**config.mk**
```make
export PLATFORM = sky130hd
export DESIGN_NAME = sanity_pc_monitor
export DESIGN_NICKNAME = d
export VERILOG_FILES = /design/src/rtl/sanity_pkg.sv /design/src/rtl/sanity_watchdog.sv /design/src/rtl/sanity_pc_monitor.sv
export SDC_FILE = /design/constraint.sdc
export NUM_CORES = 1
export LEC_CHECK = 0
export CAP_MARGIN = 15
export CORE_MARGIN = 3
export CORE_UTILIZATION = 30
export CTS_BUF_LIST = sky130_fd_sc_hd__clkbuf_8
export CTS_CLUSTER_SIZE = 40
export DETAILED_ROUTE_END_ITERATION = 12
export PLACE_DENSITY_LB_ADDON = 0.12
export SYNTH_ARGS = -nofsm -noshare
export SYNTH_HDL_FRONTEND = slang
export SYNTH_SLANG_ARGS = --single-unit
```
**constraint.sdc**
```tcl
create_clock -name clk_i -period 3.6 [get_ports clk_i]
set_clock_uncertainty 0.05 [all_clocks]
set_input_delay 0.72 -clock clk_i [delete_from_list [all_inputs] [get_ports clk_i]]
set_output_delay 0.72 -clock clk_i [all_outputs]
set_load 0.01 [all_outputs]
```
**src/rtl/sanity_pkg.sv**
```systemverilog
// Shared types for the sanity PC monitor: FSM states and failure causes.
package sanity_pkg;

   typedef enum logic [1:0] {
      IDLE = 2'd0,
      RUN  = 2'd1,
      DONE = 2'd2,
      FAIL = 2'd3
   } state_t;

   typedef enum logic [1:0] {
      NONE     = 2'd0,
      MISALIGN = 2'd1,
      RANGE    = 2'd2,
      TIMEOUT  = 2'd3
   } fail_code_t;

   localparam int unsigned HIST_DEPTH = 4;

endpackage

```
**src/rtl/sanity_watchdog.sv**
```systemverilog
// Counts consecutive ungranted RUN cycles; expired fires on the TIMEOUT-th one
// unless the same cycle also clears it.
module sanity_watchdog #(
   parameter int unsigned TIMEOUT = 1024
) (
   input  logic clk_i,
   input  logic rst_i,
   input  logic clear,
   input  logic tick,
   output logic expired
);

   localparam int unsigned W = $clog2(TIMEOUT + 1);

   logic [W-1:0] count;

   assign expired = tick && !clear && (count == W'(TIMEOUT - 1));

   // Clear wins over tick; the count parks at TIMEOUT instead of wrapping
   always_ff @(posedge clk_i) begin
      if (rst_i || clear) begin
         count <= '0;
      end else if (tick && (count != W'(TIMEOUT))) begin
         count <= count + 1'b1;
      end
   end

endmodule

```
**src/rtl/sanity_pc_monitor.sv**
```systemverilog
// Watches core instruction fetches and reports pass/fail of a sanity test.
// Optional history of the last four granted addresses: SANITY_PC_MON_HISTORY_EN.
module sanity_pc_monitor #(
   parameter int unsigned NUM_WORDS = 256,
   parameter logic [31:0] BOOT_ADDR = 32'h0,
   parameter logic [31:0] END_ADDR  = 32'h0000_00FC,
   parameter int unsigned END_HITS  = 2,
   parameter int unsigned TIMEOUT   = 1024
) (
   input  logic         clk_i,
   input  logic         rst_i,
   input  logic         fetch_enable_i,
   input  logic         instr_req_i,
   input  logic         instr_gnt_i,
   input  logic [31:0]  instr_addr_i,
   output logic         done_o,
   output logic         fail_o,
   output logic [1:0]   fail_code_o,
   output logic [31:0]  fetch_count_o,
   output logic [31:0]  fail_addr_o,
   output logic [127:0] history_o
);

   import sanity_pkg::*;

   localparam int unsigned HIT_W = $clog2(END_HITS + 1);
   localparam logic [32:0] LIMIT = {1'b0, BOOT_ADDR} + 33'(NUM_WORDS) * 33'd4;

   state_t           state;
   fail_code_t       fail_code_q;
   logic [HIT_W-1:0] end_hits;
   logic [31:0]      last_addr;
   logic             fetch;
   logic             misaligned;
   logic             out_of_range;
   logic             end_final;
   logic             wd_clear;
   logic             wd_tick;
   logic             wd_expired;

   assign fetch        = (state == RUN) && instr_req_i && instr_gnt_i;
   assign misaligned   = (instr_addr_i[1:0] != 2'b00);
   assign out_of_range = ({1'b0, instr_addr_i} < {1'b0, BOOT_ADDR}) ||
                         ({1'b0, instr_addr_i} >= LIMIT);
   assign end_final    = (instr_addr_i == END_ADDR) &&
                         (end_hits == HIT_W'(END_HITS - 1));
   assign wd_clear     = fetch || ((state == IDLE) && fetch_enable_i);
   assign wd_tick      = (state == RUN) && !fetch;
   assign fail_code_o  = fail_code_q;

   sanity_watchdog #(
      .TIMEOUT (TIMEOUT)
   ) u_watchdog (
      .clk_i   (clk_i),
      .rst_i   (rst_i),
      .clear   (wd_clear),
      .tick    (wd_tick),
      .expired (wd_expired)
   );

   // Failure causes are checked in priority order ahead of completion
   always_ff @(posedge clk_i) begin
      if (rst_i) begin
         state         <= IDLE;
         fail_code_q   <= NONE;
         done_o        <= 1'b0;
         fail_o        <= 1'b0;
         fetch_count_o <= '0;
         fail_addr_o   <= '0;
         end_hits      <= '0;
         last_addr     <= '0;
      end else begin
         if (fetch) begin
            if (fetch_count_o != '1) begin
               fetch_count_o <= fetch_count_o + 32'd1;
            end
            last_addr <= instr_addr_i;
            if ((instr_addr_i == END_ADDR) && (end_hits != '1)) begin
               end_hits <= end_hits + 1'b1;
            end
         end
         case (state)
            IDLE: begin
               if (fetch_enable_i) begin
                  state <= RUN;
               end
            end
            RUN: begin
               if (fetch && misaligned) begin
                  state       <= FAIL;
                  fail_o      <= 1'b1;
                  fail_code_q <= MISALIGN;
                  fail_addr_o <= instr_addr_i;
               end else if (fetch && out_of_range) begin
                  state       <= FAIL;
                  fail_o      <= 1'b1;
                  fail_code_q <= RANGE;
                  fail_addr_o <= instr_addr_i;
               end else if (wd_expired) begin
                  state       <= FAIL;
                  fail_o      <= 1'b1;
                  fail_code_q <= sanity_pkg::TIMEOUT;
                  fail_addr_o <= last_addr;
               end else if (fetch && end_final) begin
                  state  <= DONE;
                  done_o <= 1'b1;
               end else if (!fetch_enable_i) begin
                  state <= IDLE;
               end
            end
            default: begin
               state <= state;
            end
         endcase
      end
   end

`ifdef SANITY_PC_MON_HISTORY_EN
   logic [127:0] history_q;

   // Newest address enters at [31:0]; fetches only happen in RUN, so it freezes in DONE/FAIL
   always_ff @(posedge clk_i) begin
      if (rst_i) begin
         history_q <= '0;
      end else if (fetch) begin
         history_q <= {history_q[95:0], instr_addr_i};
      end
   end

   assign history_o = history_q;
`else
   assign history_o = '0;
`endif

endmodule
```
======== Word level (Yosys, flattened, before mapping) ========
Index checks and enable logic that the tools add are counted.
operators by class
  add/sub/neg operators ................... 3
  $mul .................................... 0
  divide/modulo/power cells ............... 0
  order comparisons ....................... 1
  eq/ne operators ......................... 9
  shift operators ......................... 0
  multiplexer cells ....................... 16
  bitwise operators ....................... 3
  reductions and logical operators ........ 25
operator list
  operator               count
  $mux 32                3
  $add 32x1->32 const B  1
  $eq 32x8->1 const B    1
  $ge 32x11->1 const B   1
  $ne 32x32->1 const B   1
  $mux 2                 9
  $logic_and 1x1->1      12
  $add 11x1->11 const B  1
  $eq 11x10->1 const B   1
  $ne 11x11->1 const B   1
  $ne 6x2->1 const B     1
  $reduce_and 2->1       3
  $reduce_and 5->1       1
  $eq 2x1->1 const B     2
  $ne 2x2->1 const B     2
  $pmux 2 s2             1
  $reduce_bool 2->1      2
  $mux 1                 3
  $not 1->1              3
  $reduce_and 3->1       1
  $reduce_bool 3->1      1
  $add 2x1->2 const B    1
  $logic_not 1->1        2
  $logic_not 2->1        1
  $logic_or 1x1->1       2
word-level totals
  register bits after elaboration ......... 115
  latch bits .............................. 0
  RAM bits ................................ 0
  bits in read-only memories .............. 0
  input port bits ......................... 37
  output and inout port bits .............. 196
  logic and storage cells ................. 66
  memories ................................ 0

======== Longest topological paths before layout ========
Gate-level depths: netlist of run 1.
  depth after elaboration ................. 11
  mapped depth ............................ 7
  mapped depth without buffers ............ 6

======== Cells and area by module ========
Synthesis of run 1 repeated with hierarchy kept, for this count alone.
unflattened totals
  cells, all modules ...................... 779
  area total of the unflattened synthesis .. 6407.4 µm²
by module, submodules not included
  module             times used  cells an instance  area an instance (µm²)  sequential area each (µm²)
  sanity_pc_monitor  1           703                5756.8                  2082.0
  sanity_watchdog    1           76                 650.6                   220.2

======== Worst setup path before layout of run 1 ========
Ideal clock, no wire load.
  kind .................................... input to register
  start ................................... input port instr_addr_i[11]
  end ..................................... register fail_addr_o[27]
  library setup time ...................... 0.086 ns
  arrival ................................. 2.163 ns
  data required time ...................... 3.464 ns
  setup slack ............................. 1.301 ns
  stages on the path ...................... 7
  buffers on the path ..................... 2
  cells stage by stage .................... nor4_1 -> nand3_1 -> o21ai_1 -> clkbuf_1 -> buf_1 -> nor2_1 -> a211oi_1
on the way
  word-level cells in the longest chain between the ends .. 4
  elaborated cells on any way between the ends .. 6
  classes of those cells .................. order compare (1); mux (2); reduce/logical (3)
RTL lines
  item                                                           RTL line                  source
  from (decl)                                                    sanity_pc_monitor.sv:15   input logic [31:0] instr_addr_i,
  $ge 32x11->1 *                                                 sanity_pc_monitor.sv:44   ({1'b0, instr_addr_i} >= LIMIT);
  $logic_and 1x1->1 *                                            sanity_pc_monitor.sv:94   end else if (fetch && out_of_range) begin
  $reduce_bool 3->1 (no source line) or $mux 32 (tied branches)  --
  $reduce_and 2->1 (no source line) or $mux 32 (tied branches)   --
  to (signal assigned)                                           sanity_pc_monitor.sv:93   fail_addr_o <= instr_addr_i;
  to (signal assigned)                                           sanity_pc_monitor.sv:98   fail_addr_o <= instr_addr_i;
  to (signal assigned)                                           sanity_pc_monitor.sv:103  fail_addr_o <= last_addr;
  to (decl)                                                      sanity_pc_monitor.sv:20   output logic [31:0] fail_addr_o,
Every way passes the cells marked *; elsewhere a longest branch is shown, timed or not.
A chain may end at the register's enable or synchronous reset.

======== Final worst setup path of run 1 ========
  start ................................... input port instr_addr_i[26]
  end ..................................... register end_hits[1]
on the way
  word-level cells in the longest chain between the ends .. 3
RTL lines
  item                               RTL line                 source
  $eq 32x8->1                        sanity_pc_monitor.sv:78  if ((instr_addr_i == END_ADDR) && (end_hits != '1)) begin
  $logic_and 1x1->1                  sanity_pc_monitor.sv:78
  $reduce_and 2->1 (no source line)  --
  to (signal assigned)               sanity_pc_monitor.sv:79  end_hits <= end_hits + 1'b1;
  to (decl)                          sanity_pc_monitor.sv:31  logic [HIT_W-1:0] end_hits;
No other way between the ends.

==> impl_metrics.ini, run 1 <==
[outcome]
outcome = complete, no violations

[detailed_routing]
wire_per_inst_um = 14.2
drc_errors = 0
via_per_inst = 4.47
dr_wl_met2_mm = 7.46
wl_met3_um = 988
dr.pass1.iters = 5
highest_layer = met4
ant_nets = 0
vias = 4876
drt_iter0_drc = 184
met1_length_mm = 6.90
routed_wirelength_mm = 15.5

[finish]
final_net_count = 855
antenna_cells = 0
layout-drive-gt1-share_pct = 6.66
syn2layout_area_growth_pct = 20.5
fin_util_pct = 37.1
fin_cells = 1091
design_area_mm2 = 0.00727

[sta]
slew_headroom_pct = 56.7
maxSlewViolCount = 0
rsz0062_at_grt = no
tightestPinTransition_ns = 0.649
fmax_mhz = 375
period_needed_ns = 2.66
timing.final.crit_share_pct = 74.0
finalSetupTns_ns = 0
setup_violations = 0
whs_ns = 0.403
hold_violations = 0
fin_ws_ns = 0.935

[clock_network]
clock_tree.buffer_depth = 2
ctsResizeCount = 0
postCtsHoldBufs = 0
path_clk_slew_ns = 0.07
tritoncts = built
numCtsBuffers = 17
post-cts-setup-buffers = 0
htreeDepth = 4
cts_sinks = 115
clkLatencyLatePin_ns = 0.44
cts_root_buf = clkbuf_8

[synth]
postSynth.asyncResetShare_pct = 0
syn_area_per_cell_um2 = 8.41
yosysTopAreaCell = dfxtp_1
ys_warn_count = 0
synth_top_cells_by_count = 129 x buf_4, 115 x dfxtp_1, 81 x nand2_1
syn_area_mm2 = 0.00604
ys_seq_area_share_pct = 38.1
ys.flop_type = dfxtp_1
synth_top_cell_area_share_pct = 38.1
synth_edf_count = 0
syn_inst = 718
yosys-top-cells-area = dfxtp_1 38%, buf_4 16%, mux2i_1 5.5%, nand2_1 5.0%, a21oi_1 4.8%
ys_types = 51
ys_ff_latch = 115
yosysMostFrequentCell = buf_4

[min_path]
whs_endpoint = last_addr[6]
min_path_cells = 2
hp-class = register to register
hold_path.startpoint = last_addr[6]

[die]
rows = 51
die_area_mm2 = 0.0219
ios = 233
die_x_um = 148
initial_core_util_pct = 30.8
core_mm2 = 0.0196
die_h_um = 148

[worst_setup_path]
worst_ep_required_time_ns = 3.93
crit_fanout = 4
slowest_stage = nor4_1
path_buf_inv = 1
worst-path-stages = 6
worstReg2RegStart = fetch_count_o[19]
critPathMaxStageDelay_ns = 0.57
crit_arrival_ns = 2.99
r2r_cells = 5
critPathKind = input port to register
r2r_end = fetch_count_o[1]
worst_setup_path_end_kind = register
crit_family = simple AND/OR/NAND/NOR gates
startpoint_type = input port
rrSetupSlack_ns = 1.07
crit_top_cell = nor4_1
critical_path.cell_chain = clkdlybuf4s50_1 -> nor4_1 -> nand4_1 -> nor4_1 -> mux2i_1 -> nor2b_1

[pwr]
p_switching_mw = 0.759
pwr-share-comb_pct = 9.5
p_int_mw = 2.02
p_per_area_mw_per_mm2 = 381
p_total_mw = 2.77
ir_drop_mv = 0.217
clockPowerShare_pct = 43.1
netSwitchingFraction_pct = 27.3
power_leakage_nw = 2.84
p_seq_share_pct = 47.4

[place]
portBuffers = 104
dp_hpwl_mm = 10.9
gp_congestion = 0.769
place_inst = 1059
post-place-ws_ns = 0.489
placed_area_mm2 = 0.00688

[run]
cap_violations = 0

[global_routing]
grt_pass1_vias = 4600
grt_max_degree = 55
antenna_found_initial = 0
grt_pass1_wl_mm = 24.5
grt_overflow = 0
track_usage_pct = 14.0
==> placed cells by master (no fill, tap or decap), types with 3 or more instances in the layout <==
cell / instances
ha_1: 5
clkinvlp_4: 3
a211oi_1: 31
xor2_1: 11
nor4_1: 11
o21ai_0: 9
mux2i_1: 33
nor2b_1: 4
conb_1: 128
clkinv_2: 3
and2_1: 5
clkbuf_8: 17
o21ai_1: 10
inv_6: 3
or4_1: 10
dfxtp_1: 115
a21oi_1: 58
clkdlybuf4s50_1: 103
clkinv_4: 4
or3_1: 17
nand4_1: 10
nor3_1: 3
and4_1: 3
nor2_1: 58
inv_1: 17
o31ai_1: 6
nand2_1: 80
buf_4: 9
xnor2_1: 6
nand3_1: 17
==> power by group through the flow <==
stage          sequential, mW  clock [mW]  combinational [mW]
6_report                 1.32        1.20               0.262
5_1_grt                  1.32        1.29               0.289
4_1_cts                  1.32        1.24               0.261
3_5_place_dp             1.35           0               0.259
3_3_place_gp             1.34           0               0.257
2_1_floorplan            1.35           0               0.241
==> worst max-delay path by stage <==
stage                     startpoint              end  slack (ns)
finish              instr_addr_i[26]      end_hits[1]        0.94
global route        instr_addr_i[26]      end_hits[1]        0.84
CTS                 instr_addr_i[26]      end_hits[1]        0.97
detailed placement  instr_addr_i[26]      end_hits[1]        0.49
global placement    instr_addr_i[26]      end_hits[1]        0.47
floorplan           instr_addr_i[11]  fail_addr_o[27]        1.30
==> registers in the layout, summed over array words and instances, names as in the netlist <==
signal and count:
fail_addr_o 32, fetch_count_o 32, last_addr 32, u_watchdog.count 11, end_hits 2, fail_code_o 2, state 2, done_o 1
fail_o 1
==> cell type report <==
| cell class | count | area [um^2] |
|---|---|---|
| multi-input cells | 549 | 3070 |
| fillers | 2040 | 12300 |
| repair buffers | 113 | 1120 |
| clock buffers | 17 | 234 |
| flip-flops and latches | 115 | 2300 |
| inverters | 17 | 63.8 |
| well taps | 265 | 332 |
| clock inverters | 15 | 159 |
==> logic make-up after synthesis <==
group	Yosys count	synth area share (%)
AO/OA/AOI/OAI	132	13.9
XOR/XNOR	17	2.47
adder cells (fa/ha/maj)	5	1.04
buffers and inverters	181	19.4
flip-flops	115	38.1
multiplexers	35	5.84
other	1	0.0621
AND/OR/NAND/NOR	232	19.2
==> routing by layer <==
metal	vias to the layer above	GRT usage (%)
met1	2289	17.4
met3	8	4.17
li1	2431	-
met2	148	23.0
met4	0	5.08
met5	-	0
==> tightest hold or removal path, cell delays in order, from the launching register on <==
cell     delay (ns)
dfxtp_1        0.31
nand2_1        0.05
a21oi_1        0.05
Power figures use the tool's default switching activity.
==> run 2, diff against run 1 <==
==> constraint.sdc (replaced) <==
create_clock -name clk_i -period 2.5 [get_ports clk_i]
set_clock_uncertainty 0.05 [all_clocks]
set_input_delay 0.5 -clock clk_i [delete_from_list [all_inputs] [get_ports clk_i]]
set_output_delay 0.5 -clock clk_i [all_outputs]
set_load 0.01 [all_outputs]
==> impl_metrics.ini, run 2 (synthesis gave the netlist of run 1 again) <==
[clock_network]
cts_root_buf = clkbuf_8
numCtsBuffers = 17
path_clk_slew_ns = 0.07
clock_tree.buffer_depth = 2
cts_sinks = 115
clkLatencyLatePin_ns = 0.42
tritoncts = built
htreeDepth = 4
postCtsHoldBufs = 0
post-cts-setup-buffers = 0

[finish]
layout-drive-gt1-share_pct = 10.8
final_common_cell = conb_1
final_net_count = 895
reg.largest.list = fail_addr_o (32), fetch_count_o (32), last_addr (32)
fin_cells = 1130
syn2layout_area_growth_pct = 26.8
final_cell_mix = 128 x conb_1, 115 x dfxtp_1, 103 x clkdlybuf4s50_1, 80 x nand2_1
multiInputGateArea_mm2 = 0.00307
fin_util_pct = 39.1
antenna_cells = 0
regArea_mm2 = 0.00230
n_fill_cell = 2026

[place]
post-place-ws_ns = -0.304
portBuffers = 104
gp_congestion = 0.803
place_inst = 1099
dp_hpwl_mm = 11.1

[sta]
fin_ws_ns = 0.133
timing.final.crit_share_pct = 94.7
period_needed_ns = 2.37
finalSetupTns_ns = 0
maxSlewViolCount = 0
rsz0062_at_grt = no
hold_violations = 0
setup_violations = 0
fmax_mhz = 422

[global_routing]
antenna_found_initial = 0
grt_use_met3_pct = 4.20
grt_overflow = 0
met2_usage_pct = 24.3
grtUsageMet1_pct = 16.6
grt_max_degree = 73
track_usage_pct = 14.0
grt_pass1_wl_mm = 24.9
busiest_layer = met2
grt_pass1_vias = 4957

[worst_setup_path]
path_buf_inv = 2
critPathMaxStageDelay_ns = 0.55
slowest_stage = or4_4
critPathKind = input port to register
worst_ep_required_time_ns = 2.79
crit_arrival_ns = 2.66
crit_family = simple AND/OR/NAND/NOR gates
startpoint_type = input port
critical_path.cell_chain = clkdlybuf4s50_1 -> nand4b_1 -> buf_4 -> or4_4 -> or4_1 -> a21oi_1
crit_fanout = 6
worst_setup_path_end_kind = register

[detailed_routing]
via_per_inst = 4.48
drc_errors = 0
vias = 5062
dr.pass1.iters = 4
wire_per_inst_um = 13.7
routed_wirelength_mm = 15.5
ant_nets = 0
drt_iter0_drc = 191

[die]
core_mm2 = 0.0196
die_area_mm2 = 0.0219
rows = 51
ios = 233
die_x_um = 148
die_h_um = 148
initial_core_util_pct = 30.8

[pwr]
p_per_area_mw_per_mm2 = 552
ir_drop_mv = 0.271
power_leakage_nw = 3.08

[outcome]
outcome = complete, no violations

[min_path]
hp-class = register to register

[run]
cap_violations = 0
-- run 2: changes by cell type in the layout (fill, tap and decap cells not counted), sizes merged --
cell      delta
buf         +40
bufinv       +3
clkbuf       +1
clkinv       -3
clkinvlp     -2
-- run 2: what timing repair did --
item	CTS	global route
gates resized for setup	0	2
endpoints found under the setup margin	0	2
endpoints found under the hold margin	0	0
-- run 2: final cells by class --
class                           instances  area share [%]
Sequential cell                       115            30.1
Clock inverter                         13            2.52
Tap cell                              265            4.33
Clock buffer                           18            3.24
Multi-Input combinational cell        549            40.1
Inverter                               17           0.834
Timing Repair Buffer                  153            18.9
-- run 2: per-layer routing --
metal	routed length [um]	share of wire (%)
met4	171	1.1
met5	0	0
met1	6720	43
met3	846	5.4
met2	7790	50
-- run 2: worst paths after layout --
path | from | to | slack, ns | depth (start not counted)
max | instr_gnt_i | fetch_count_o[30] | 0.13 | 6
min reg2reg | last_addr[6] | last_addr[6] | 0.40 | 2
max reg2reg | fetch_count_o[3] | fetch_count_o[30] | 0.18 | 5
min | last_addr[6] | last_addr[6] | 0.40 | 2
-- run 2: power by group --
group          switching (mW)  internal, mW  total, mW
Combinational           0.241         0.157      0.398
Clock                   0.739          1.19       1.93
Sequential             0.0239          1.87       1.90
Total                    1.00          3.22       4.23
-- run 2: stage by stage --
stage / area (um^2) / total power, mW / hold WS [ns]
6_report: 7650 / 4.23 / 0.404
5_1_grt: 7650 / 4.42 / 0.422
4_1_cts: 7650 / 4.29 / 0.405
3_5_place_dp: 7210 / 2.33 / 0.396
3_3_place_gp: 7210 / 2.33 / 0.391
2_1_floorplan: 6520 / 2.29 / 0.383
-- run 2: worst reg2reg max path, stage by stage (launching register included) --
cell and delay (ns):
dfxtp_1 0.45, nand4_2 0.24, or2_4 0.34, or4_4 0.59, or4_1 0.42, a21oi_1 0.17
